$ cat src/rtl/hexdisp_pkg.sv
`default_nettype none
// ============================================================================
// Module      : hexdisp_pkg
// Description : Shared scan-state encoding and seven-segment constants.
// Revision    : 1.0 - initial release
// ============================================================================
package hexdisp_pkg;

    typedef enum logic [0:0] {
        BLANK = 1'b0,
        SHOW  = 1'b1
    } scan_state_t;

    localparam logic [6:0] SEG_BLANK = 7'h7F;

    // Active-low g..a patterns, entry 15 (F) first down to entry 0.
    localparam logic [15:0][6:0] SEG_MAP = {
        7'b0001110, 7'b0000110, 7'b0100001, 7'b1000110,
        7'b0000011, 7'b0001000, 7'b0010000, 7'b0000000,
        7'b1111000, 7'b0000010, 7'b0010010, 7'b0011001,
        7'b0110000, 7'b0100100, 7'b1111001, 7'b1000000
    };

endpackage : hexdisp_pkg
`default_nettype wire

$ cat src/rtl/hex_segment_decoder.sv
`default_nettype none
// ============================================================================
// Module      : hex_segment_decoder
// Description : Combinational hex nibble to active-low seven-segment decoder.
// Revision    : 1.0 - initial release
// ============================================================================
module hex_segment_decoder
    import hexdisp_pkg::*;
(
    input  logic [3:0] nibble_i,
    output logic [6:0] seg_o
);

    assign seg_o = SEG_MAP[nibble_i];

endmodule : hex_segment_decoder
`default_nettype wire

$ cat src/rtl/hex_scan_controller.sv
`default_nettype none
// ============================================================================
// Module      : hex_scan_controller
// Description : Time-multiplexed scan of a hex value onto shared 7-seg digits.
// Revision    : 1.0 - initial release
// ============================================================================
module hex_scan_controller
    import hexdisp_pkg::*;
#(
    parameter int DIGITS    = 4,
    parameter int ON_CYC    = 50000,
    parameter int BLANK_CYC = 500
) (
    input  logic                  clk,
    input  logic                  reset,
    input  logic                  enable,
    input  logic                  load,
    input  logic [4*DIGITS-1:0]   value,
    input  logic                  lzs,
    output logic [6:0]            seg,
    output logic [DIGITS-1:0]     an,
    output logic                  frame_done
);

    localparam int CNT_MAX = (ON_CYC > BLANK_CYC) ? ON_CYC : BLANK_CYC;
    localparam int CW      = (CNT_MAX > 1) ? $clog2(CNT_MAX) : 1;
    localparam int DW      = $clog2(DIGITS);

    localparam logic [CW-1:0] ON_LAST    = CW'(ON_CYC - 1);
    localparam logic [CW-1:0] BLANK_LAST = CW'(BLANK_CYC - 1);
    localparam logic [DW-1:0] DIG_LAST   = DW'(DIGITS - 1);

    scan_state_t           state_q, state_d;
    logic [DW-1:0]         dig_q, dig_d;
    logic [CW-1:0]         cnt_q, cnt_d;
    logic                  run_q, run_d;
    logic [4*DIGITS-1:0]   pending_q, pending_d;
    logic [4*DIGITS-1:0]   shown_q, shown_d;
    logic [6:0]            seg_q, seg_d;
    logic [DIGITS-1:0]     an_q, an_d;
    logic                  fd_q, fd_d;

    logic [3:0]            w_nib;
    logic [6:0]            w_dec_seg;
    logic [DIGITS-1:0]     w_supp;
    logic                  w_zero_above;

    always_comb begin
        state_d   = state_q;
        dig_d     = dig_q;
        cnt_d     = cnt_q;
        run_d     = run_q;
        shown_d   = shown_q;
        pending_d = load ? value : pending_q;
        fd_d      = 1'b0;

        if (!enable) begin
            state_d = BLANK;
            dig_d   = '0;
            cnt_d   = '0;
            run_d   = 1'b0;
        end else if (!run_q) begin
            // First edge of a run opens a fresh frame with the pending value.
            state_d = BLANK;
            dig_d   = '0;
            cnt_d   = '0;
            run_d   = 1'b1;
            shown_d = pending_q;
        end else begin
            if (state_q == BLANK) begin
                if (cnt_q == BLANK_LAST) begin
                    state_d = SHOW;
                    cnt_d   = '0;
                end else begin
                    cnt_d = cnt_q + CW'(1);
                end
            end else begin
                if (cnt_q == ON_LAST) begin
                    state_d = BLANK;
                    cnt_d   = '0;
                    if (dig_q == DIG_LAST) begin
                        dig_d   = '0;
                        shown_d = load ? value : pending_q;
                    end else begin
                        dig_d = dig_q + DW'(1);
                    end
                end else begin
                    cnt_d = cnt_q + CW'(1);
                end
            end
            // Pulse coincides with the final lit cycle of the last digit.
            fd_d = (state_d == SHOW) && (cnt_d == ON_LAST) && (dig_d == DIG_LAST);
        end
    end

    always_comb begin
        w_supp       = '0;
        w_zero_above = 1'b1;
        for (int d = DIGITS - 1; d >= 1; d--) begin
            w_zero_above = w_zero_above && (shown_d[4*d +: 4] == 4'h0);
            w_supp[d]    = w_zero_above;
        end
    end

    assign w_nib = shown_d[{dig_d, 2'b00} +: 4];

    hex_segment_decoder u_dec (
        .nibble_i (w_nib),
        .seg_o    (w_dec_seg)
    );

    always_comb begin
        seg_d = SEG_BLANK;
        an_d  = '1;
        if (state_d == SHOW) begin
            an_d  = ~(DIGITS'(1) << dig_d);
            seg_d = (lzs && w_supp[dig_d]) ? SEG_BLANK : w_dec_seg;
        end
    end

    always_ff @(posedge clk or posedge reset) begin
        if (reset) begin
            state_q   <= BLANK;
            dig_q     <= '0;
            cnt_q     <= '0;
            run_q     <= 1'b0;
            pending_q <= '0;
            shown_q   <= '0;
            seg_q     <= SEG_BLANK;
            an_q      <= '1;
            fd_q      <= 1'b0;
        end else begin
            state_q   <= state_d;
            dig_q     <= dig_d;
            cnt_q     <= cnt_d;
            run_q     <= run_d;
            pending_q <= pending_d;
            shown_q   <= shown_d;
            seg_q     <= seg_d;
            an_q      <= an_d;
            fd_q      <= fd_d;
        end
    end

    assign seg        = seg_q;
    assign an         = an_q;
    assign frame_done = fd_q;

endmodule : hex_scan_controller
`default_nettype wire

$ cat config.mk
export PLATFORM = sky130hd
export DESIGN_NAME = hex_scan_controller
export DESIGN_NICKNAME = d
export VERILOG_FILES = /design/src/rtl/hexdisp_pkg.sv /design/src/rtl/hex_segment_decoder.sv /design/src/rtl/hex_scan_controller.sv
export SDC_FILE = /design/constraint.sdc
export NUM_CORES = 1
export LEC_CHECK = 0
export ABC_AREA = 1
export ABC_CLOCK_PERIOD_IN_PS = 2500
export CELL_PAD_IN_SITES_DETAIL_PLACEMENT = 2
export CELL_PAD_IN_SITES_GLOBAL_PLACEMENT = 2
export CORE_MARGIN = 1
export CORE_UTILIZATION = 30
export DETAILED_ROUTE_END_ITERATION = 8
export PLACE_DENSITY = 0.86
export SLEW_MARGIN = 20
export SYNTH_ARGS = -nofsm -noshare
export SYNTH_HDL_FRONTEND = slang
export SYNTH_SLANG_ARGS = --single-unit
$ cat constraint.sdc
create_clock -name clk -period 2.5 [get_ports clk]
set_clock_uncertainty 0.1 [all_clocks]
set_input_delay 0.5 -clock clk [delete_from_list [all_inputs] [get_ports clk]]
set_output_delay 0.5 -clock clk [all_outputs]
set_load 0.01 [all_outputs]
# --- Yosys cells after proc, flatten, opt, wreduce, memory -nomap -nowiden ---
# Memories as Yosys holds them, arrays and structs flattened.
# Cells that the tools add are included.
totals:
  regBits: 64
  romBits: 112
  input_bits: 21
  memories: 1
mem_list:
  columns: ["memory", "depth", "word_bits", "rd", "rd_ports_with_merged_regs", "write_ports", "line", "source"]
  rows:
  - ["(name not given)", 16, 7, 1, 0, 0, "hex_segment_decoder.sv:14", "assign seg_o = SEG_MAP[nibble_i];"]
classes:
  addsub: 2
  order_cmp: 2
  n_eq_ne: 5
  shifts: 2
  mux: 36
  n_bitwise: 1
  n_reduce_logical: 8
op_table:
  columns: ["operator", "count"]
  rows:
  - ["16-bit 2-to-1 mux", 13]
  - ["16-bit == test (second input constant)", 2]
  - ["7-bit 2-to-1 mux", 3]
  - ["16-bit by 1-bit adder with 16-bit output (second input constant)", 1]
  - ["16-bit by 9-bit == test with 1-bit output (second input constant)", 1]
  - ["16-bit by 5-bit variable part select with 4-bit output", 1]
  - ["2-bit 2-to-1 mux", 7]
  - ["4-bit logical NOT", 3]
  - ["1-bit 2-to-1 mux", 11]
  - ["1-bit logical AND", 5]
  - ["4-bit by 5-bit less-than comparator with 1-bit output (second input constant)", 1]
  - ["2-bit == test (second input constant)", 2]
  - ["4-bit 2-to-1 mux", 1]
  - ["4-bit NOT", 1]
  - ["1-bit by 2-bit left shift with 4-bit output (first input constant)", 1]
  - ["2-bit by 3-bit less-than comparator with 1-bit output (second input constant)", 1]
  - ["2-bit by 1-bit adder with 2-bit output (second input constant)", 1]
  - ["1-bit binary-select mux with 2-bit select", 1]

# --- Depth between registers and ports, before layout ---
# Gate-level depths: netlist (run 1).
depth:
  word_depth: 14
  mapped_depth: 20

# --- Cells and area by module ---
# From an unflattened synthesis (run 1), not the netlist that was laid out.
hier_totals:
  hier_cells: 500
  hier_area_um2: 3724.8
modules_own_cells:
  columns: ["module", "n_inst", "cells_per_inst", "area_each_um2"]
  rows:
  - ["hex_scan_controller", 1, 451, 3450.8]
  - ["hex_segment_decoder", 1, 49, 274.0]

# --- Worst setup path before layout (run 1) ---
# Ideal clock, no wire load.
synth_path:
  path_kind: "register to register"
  from: "register cnt_q[0]"
  to: "register seg_q[0] (netlist: seg[0])"
  t_arrival_ns: 2.542
  slack_ns: -0.229
  stages_incl_launch_ff: 18
  cell_sequence: "dfrtp_1 > ha_1 > nand3_4 > nor3_4 > nand3_4 > buf_6 > nand2_1 > nand3_1 > nand2_1 > nand2_2 > nand2_1 > nand2_1 > nor2_4 > inv_1 > ha_1 > or2_1 > nand2_1 > nand3_1"
synth_via:
  elab_cells_between_ends: 32
synth_lines:
  columns: ["item", "line", "source"]
  rows:
  - ["start, declared", "hex_scan_controller.sv:35", "logic [CW-1:0] cnt_q, cnt_d;"]
  - ["start signal, assigned", "hex_scan_controller.sv:135", "cnt_q <= cnt_d;"]
  - ["16-bit == test", "hex_scan_controller.sv:78", "if (cnt_q == ON_LAST) begin"]
  - ["16-bit 2-to-1 mux", "hex_scan_controller.sv:78", null]
  - ["16-bit 2-to-1 mux", "hex_scan_controller.sv:70", "if (state_q == BLANK) begin"]
  - ["16-bit 2-to-1 mux", "hex_scan_controller.sv:62", "end else if (!run_q) begin"]
  - ["16-bit 2-to-1 mux", "hex_scan_controller.sv:57", "if (!enable) begin"]
  - ["named net shown_d[1]", "hex_scan_controller.sv:38", "logic [4*DIGITS-1:0] shown_q, shown_d;"]
  - ["16-bit by 5-bit variable part select with 4-bit output", "hex_scan_controller.sv:105", "assign w_nib = shown_d[{dig_d, 2'b00} +: 4];"]
  - ["memory read 16 x 7 bit", null, null]
  - ["7-bit 2-to-1 mux (not written as such)", "hex_segment_decoder.sv:14", null]
  - ["7-bit 2-to-1 mux", "hex_scan_controller.sv:117", "seg_d = (lzs && w_supp[dig_d]) ? SEG_BLANK : w_dec_seg;"]
  - ["7-bit 2-to-1 mux", "hex_scan_controller.sv:115", "if (state_d == SHOW) begin"]
  - ["named net seg_d[0]", "hex_scan_controller.sv:39", "logic [6:0] seg_q, seg_d;"]
  - ["end signal, assigned", "hex_scan_controller.sv:139", "seg_q <= seg_d;"]
  - ["end, declared", "hex_scan_controller.sv:39", null]
# The timed path passes the listed nets, and every way through them passes these cells. The select of a mux whose other input is x is not followed.

# --- Worst setup path in the final report (run 1) ---
layout_path:
  from: "register cnt_q[7]"
  to: "register seg_q[0] (netlist: seg[0])"
layout_via:
  elab_chain_len: 13
  elab_cells_between_ends: 32
layout_lines:
  columns: ["item", "line"]
  rows:
  - ["16-bit == test (*)", "hex_scan_controller.sv:78"]
  - ["16-bit 2-to-1 mux (*)", "hex_scan_controller.sv:78"]
  - ["16-bit 2-to-1 mux (*)", "hex_scan_controller.sv:70"]
  - ["16-bit 2-to-1 mux (*)", "hex_scan_controller.sv:62"]
  - ["16-bit 2-to-1 mux (*)", "hex_scan_controller.sv:57"]
  - ["named net shown_d[12]", "hex_scan_controller.sv:38"]
  - ["branches (longest 6 deep; another with memory read 16 x 7 bit)", null]
  - ["7-bit 2-to-1 mux (*)", "hex_scan_controller.sv:117"]
  - ["7-bit 2-to-1 mux (*)", "hex_scan_controller.sv:115"]
  - ["named net seg_d[0]", "hex_scan_controller.sv:39"]
# Mark *: on every way through the listed nets, which the timed path passes. The select of a mux whose other input is x is not followed.

==> results of run 1 <==
==> worst max-delay path: cells and delay by family (launching register included) <==
kind	cells	cell delay, ns
buffers and inverters	4	0.47
DFF	1	0.41
adders and majority gates	1	0.15
and+or+nand+nor	13	1.67
==> layer usage <==
metal | vias to the layer above | track usage | part of all wire
li1 | 1923 | - | -
met1 | 2114 | 0.246 | 0.38
met2 | 62 | 0.475 | 0.57
met3 | 31 | 0.0566 | 0.023
met4 | 0 | 0.0906 | 0.026
met5 | - | 0 | 0
==> area by class of cell <==
type                            count  area share
Clock buffer                       10      0.0406
Clock inverter                      6      0.0106
Inverter                           84      0.0559
Multi-Input combinational cell    369       0.384
Sequential cell                    64       0.286
Tap cell                          172      0.0381
Timing Repair Buffer              122       0.185
==> logic make-up after synthesis <==
group | Yosys count | synth area share
simple gates | 305 | 0.374
xor+xnor | 7 | 0.0157
fa+ha+maj | 6 | 0.0192
compound gates | 51 | 0.0748
buf+inv | 101 | 0.104
flops | 64 | 0.412
==> report_power, final <==
group	leakage [µW]	internal, µW	switching [µW]
combinational	0.00173	233	358
clock	0.000138	767	516
sequential	0.000777	1100	34.1
==> sequential cells by signal, indices dropped and copies added, names as in the netlist <==
| name | count |
|---|---|
| an | 4 |
| cnt_q | 16 |
| dig_q | 2 |
| frame_done | 1 |
| pending_q | 16 |
| run_q | 1 |
| seg | 7 |
| shown_q | 16 |
| state_q | 1 |
==> what timing repair did <==
action                                 CTS  global route
endpoints found under the hold margin    0             0
setup buffers                            5            11
setup endpoints to repair                8             8
gates resized for setup                 27            46
pin swaps                                7            29
==> layout by cell type, fill, tap and decap left out, types with 2 or more instances in the layout <==
master / netlist / routed
nand2_1: 140 / 116
buf_4: 2 / 84
inv_1: 78 / 70
dfrtp_1: 53 / 53
nand3_1: 49 / 44
nor2_1: 45 / 34
clkdlybuf4s50_1: 0 / 32
nand2_2: 8 / 30
nand4_1: 23 / 23
o21ai_0: 18 / 17
a21oi_1: 19 / 17
inv_2: 4 / 13
nor2_4: 3 / 11
dfstp_2: 11 / 11
clkbuf_16: 0 / 9
nor2_2: 5 / 8
nand3_2: 5 / 8
or2_2: 8 / 8
xor2_1: 7 / 7
o21ai_2: 4 / 6
nor3_1: 6 / 5
ha_4: 0 / 5
nand3_4: 2 / 4
nand2_4: 1 / 3
a21oi_2: 1 / 3
nor4_1: 4 / 3
clkinv_2: 0 / 3
buf_6: 2 / 3
buf_12: 0 / 3
o211ai_1: 2 / 2
clkinvlp_4: 0 / 2
==> path summary, 6_finish.rpt <==
kind / from / end / slack, ns / cells past startpoint
min: reset / cnt_q[11] / 0.36 / 2
max reg2reg: cnt_q[7] / seg[0] / -0.41 / 18
max: cnt_q[7] / seg[0] / -0.41 / 18
min in group clk: shown_q[3] / shown_q[3] / 0.45 / 2
max in group asynchronous: reset / an[0] / 1.26 / 3
min reg2reg: shown_q[3] / shown_q[3] / 0.45 / 2
==> metrics by stage <==
stage               area, µm²   util
finish                   5650  0.446
global placement         4960  0.392
global route             5650  0.446
floorplan                3950      -
CTS                      5370  0.424
detailed placement       4960  0.392
==> synth_stat cells (all sizes together) <==
cell	n	area [µm²]
and2	1	6.26
buf	8	57.6
a31o	1	8.76
xor2	7	61.3
a21boi	1	7.51
dfrtp	53	1330
dfstp	11	289
o21bai	1	7.51
nand4	24	165
nor2	53	234
nor3	7	46.3
a21oi	20	104
a21o	1	7.51
nand3	56	330
inv	82	308
nor3b	2	15.0
nand2	149	587
o21a	1	7.51
nor4	4	25.0
o21ai	24	135
clkbuf	9	33.8
or2	9	56.3
clkinv	2	7.51
o211ai	2	15.0
ha	6	75.1
==> impl_metrics.yaml, run 1 <==
floorplan:
  ios: 33
  die_w_um: 116
  die_y_um: 116
  rows: 41
  core-area_um2: 12700
  die-area_um2: 13500
  start_util: 0.309
sta:
  finalHoldViolCount: 0
  slew_headroom: 0.680
  hold_ws_ns: 0.364
  final.min_clock_period_ns: 2.91
  timing.final.ws_setup_ns: -0.411
  fmaxAchievable_mhz: 343
  tightest_slew_ns: 0.477
  final.period_utilization: 1.16
  rsz0062_at_grt: "yes"
  setup_viol_count_final: 7
  fin_setup_tns_ns: -2.16
  slew_violations: 0
synth:
  ys_types: 40
  synth_cells: 534
  mappedNetlistArea_um2: 3920
  syn_nets: 561
  postSynthAreaPerCell_um2: 7.33
  ys_seq_area_frac: 0.412
  yosysWarnings: 0
  ys_seq_elements: 64
finish:
  stdcell_count: 827
  fill_cells: 1449
  nNetsFinal: 677
  multi_input_area_um2: 2170
  layout-drive-gt1-share: 0.337
  n_antenna_cell: 0
  syn_to_final_growth_pct: 44.2
  seqCellArea_um2: 1620
critical_path:
  required_ns: 2.67
  cp_data_arrival_time_ns: 3.08
  path_common_cell: "nand2_1"
  crit_path_end_kind: "register"
  startpoint_type: "register"
  slowest_delay_ns: 0.41
  crit_slowest_cell: "dfrtp_1"
  crit_path_cell_trace: "nor2_1, nand2_1, nor2_4, buf_4, nand4_1, nand3_1, nand2_1, nand2_2, inv_2, nand2_1, nand2_2, inv_2, nand2_4, buf_12, ha_4, or2_1, nand2_1, nand3_2"
  crit_path_max_fanout: 9
  critical_path_class: "reg -> reg"
clock_tree:
  cts_buffer_depth: 2
  ctsHoldBuffers: 0
  clk_latency_ns: 0.35
  clockRootBuffer: "clkbuf_16"
  cts_tree: "built"
  clock-sinks: 64
  clk_pin_slew_ns: 0.06
  cts_buffers: 9
  cts_max_level: 3
routing:
  via_per_inst: 4.99
  drcViolationCount: 0
  drt_iter0_drc: 139
  via_count: 4130
  first_pass_iters: 5
  wl_um: 16500
  detail-route-antenna-nets: 0
  wl_per_cell_um: 19.9
power:
  ir_drop_mv: 0.425
  p_per_area_nw_per_um2: 532
  p_leak_uw: 0.00265
  power_uw: 3000
grt:
  antenna_found_initial: 0
  grt.total_usage: 0.242
  grt_pass1_vias: 4692
  grt_max_degree: 50
  grt-ovfl-total: 0
  grt_pass1_wl_um: 24200
outcome:
  failed_checks: "negative setup slack"
  status: "finished, violations left"
placed_design:
  gp_congestion: 0.864
  hpwl_um: 11000
  io_buffers: 32
  post-place-ws_ns: -0.567
  dpl.cell_count: 795
run:
  max_cap_viol_count: 0
worst_hold_path:
  hold_path.class: "in -> async"
Power figures use the tool's default switching activity.
==> run 2: changes to the inputs <==
--- a/config.mk
+++ b/config.mk
@@ -13,6 +13,7 @@
 export CORE_UTILIZATION = 30
 export DETAILED_ROUTE_END_ITERATION = 8
 export PLACE_DENSITY = 0.86
+export SETUP_SLACK_MARGIN = 0.2
 export SLEW_MARGIN = 20
 export SYNTH_ARGS = -nofsm -noshare
 export SYNTH_HDL_FRONTEND = slang
==> run 2 against run 1 <==
  * The run still ends with negative setup slack left
  * Highest routed layer unchanged
  * Die area unchanged
  * Largest power group unchanged
  * Setup slack worse by 0.0033 ns
  * Total power down 0.35%
  * Critical path depth up 1
  * Combinational power up 9.3%
  * Wire length up 22%
  * Clock power down 5%
  * Largest cell class unchanged
  * Via count up 5.5%
  * Sequential share of layout area down 1.2 points
  * Cell area up 4.4%
  * Critical endpoint is now seg[1]
  * Non-clock buffer count up 9
  * Hold slack better by 0.024 ns
==> impl_metrics.yaml, run 2 (synthesized netlist as in run 1, its figures left out) <==
routing:
  top_layer: "met4"
  wl_met2_um: 11100
  dr_wl_met3_um: 565
  first_pass_iters: 5
  drt_iter0_drc: 222
  detail-route-antenna-nets: 0
  wl_um: 20200
  wl_per_cell_um: 24.1
  drcViolationCount: 0
  route.layer.met1.wl_um: 7330
  via_count: 4357
  via_per_inst: 5.21
clock_tree:
  cts_buffer_depth: 2
  cts_max_level: 3
  cts_tree: "built"
  clockRootBuffer: "clkbuf_16"
  clock-sinks: 64
  cts_buffers: 9
  clk_pin_slew_ns: 0.06
  clk_latency_ns: 0.36
finish:
  multi_input_area_um2: 2330
  nNetsFinal: 687
  layout_commonest_cell: "nand2_1"
  top_regs: "cnt_q: 16 flops, pending_q: 16 flops, shown_q: 16 flops"
  syn_to_final_growth_pct: 50.5
  seqCellArea_um2: 1620
  final_cell_mix: "nand2_1, buf_4, inv_1"
  n_antenna_cell: 0
  layout-drive-gt1-share: 0.382
  stdcell_count: 837
  fill_cells: 1412
grt:
  grt.total_usage: 0.262
  grt_pass1_wl_um: 25900
  grt_max_degree: 48
  antenna_found_initial: 0
  grt_pass1_vias: 4915
  grt-ovfl-total: 0
floorplan:
  start_util: 0.309
  die_w_um: 116
  core-area_um2: 12700
  die-area_um2: 13500
  die_y_um: 116
  rows: 41
  ios: 33
run:
  max_cap_viol_count: 0
sta:
  final.period_utilization: 1.17
  final.min_clock_period_ns: 2.91
  fmaxAchievable_mhz: 343
  slew_violations: 0
  tightest_slew_ns: 0.467
  finalHoldViolCount: 0
  setup_viol_count_final: 8
  rsz0062_at_grt: "yes"
  slew_headroom: 0.688
  timing.final.ws_setup_ns: -0.415
critical_path:
  critical_path_class: "reg -> reg"
  crit_path_cell_trace: "nor2_4, nand2_4, nor3_4, buf_6, nand3_4, nand2_2, nand3_2, nand2_2, o21ai_2, nand2_1, nand2_2, nor2_4, buf_4, buf_6, buf_4, buf_4, nand2_1, nand3_1, nand3_1"
  crit_path_max_fanout: 6
  crit_family: "simple AND/OR/NAND/NOR gates"
  crit_slowest_cell: "dfrtp_1"
  required_ns: 2.66
  slowest_delay_ns: 0.42
  critPathBufInv: 5
  crit_path_end_kind: "register"
  cp_data_arrival_time_ns: 3.07
  startpoint_type: "register"
placed_design:
  io_buffers: 32
  dpl.cell_count: 796
  gp_congestion: 0.821
  hpwl_um: 11500
power:
  p_leak_uw: 0.00270
  power_uw: 2990
  ir_drop_mv: 0.323
  p_per_area_nw_per_um2: 508
outcome:
  status: "finished, violations left"
  failed_checks: "negative setup slack"
worst_hold_path:
  hold_path.class: "in -> async"
-- run 2: cell types whose count changed in the layout (fill, tap and decap cells not counted), sizes merged --
cell and delta:
buf +8, bufinv -1, clkbuf +3, clkinvlp -1, nand3 +1
-- run 2: layout make-up --
| class | instances | area share |
|---|---|---|
| clock inverters | 4 | 0.00340 |
| flip-flops and latches | 64 | 0.274 |
| well taps | 172 | 0.0365 |
| multi-input cells | 370 | 0.395 |
| repair buffers | 131 | 0.195 |
| clock buffers | 12 | 0.0418 |
| inverters | 84 | 0.0541 |
-- run 2: path summary, 6_finish.rpt --
kind,end,start,slack (ns),cells past startpoint
max,seg[1],cnt_q[13],-0.41,19
min,pending_q[14],reset,0.39,2
max reg2reg,seg[1],cnt_q[13],-0.41,19
min reg2reg,pending_q[12],pending_q[12],0.44,2
max in group asynchronous,seg[3],reset,1.23,3
min in group clk,pending_q[12],pending_q[12],0.44,2
-- run 2: repair_timing --
| item | 4_1_cts | 5_1_grt |
|---|---|---|
| setup endpoints to repair | 8 | 8 |
| buffers inserted | 7 | 16 |
| gates resized for setup | 48 | 72 |
| gates cloned | 1 | 1 |
| hold buffers | 0 | 0 |
| pin swaps | 8 | 29 |
-- run 2: through the flow --
step           instance area, µm²  TNS [ns]  utilization  hold WS [ns]  setup slack [ns]
2_1_floorplan                3950    -0.131            -         0.363           -0.0704
3_3_place_gp                 4980     -2.64        0.393         0.400            -0.439
3_5_place_dp                 4980     -3.62        0.393         0.414            -0.549
4_1_cts                      5470    -0.784        0.432         0.395            -0.192
5_1_grt                      5890     -3.16        0.465         0.436            -0.535
6_report                     5890     -2.46        0.465         0.388            -0.415
-- run 2: report_power, final --
part / internal [µW] / total, µW / switching (µW)
clock network: 693 / 1210 / 520
logic: 246 / 646 / 400
registers: 1100 / 1140 / 39.1
-- run 2: layer usage --
| metal | up-vias | track usage |
|---|---|---|
| li1 | 1959 | - |
| met1 | 2216 | 0.266 |
| met2 | 113 | 0.501 |
| met3 | 69 | 0.0488 |
| met4 | 0 | 0.144 |
| met5 | - | 0 |
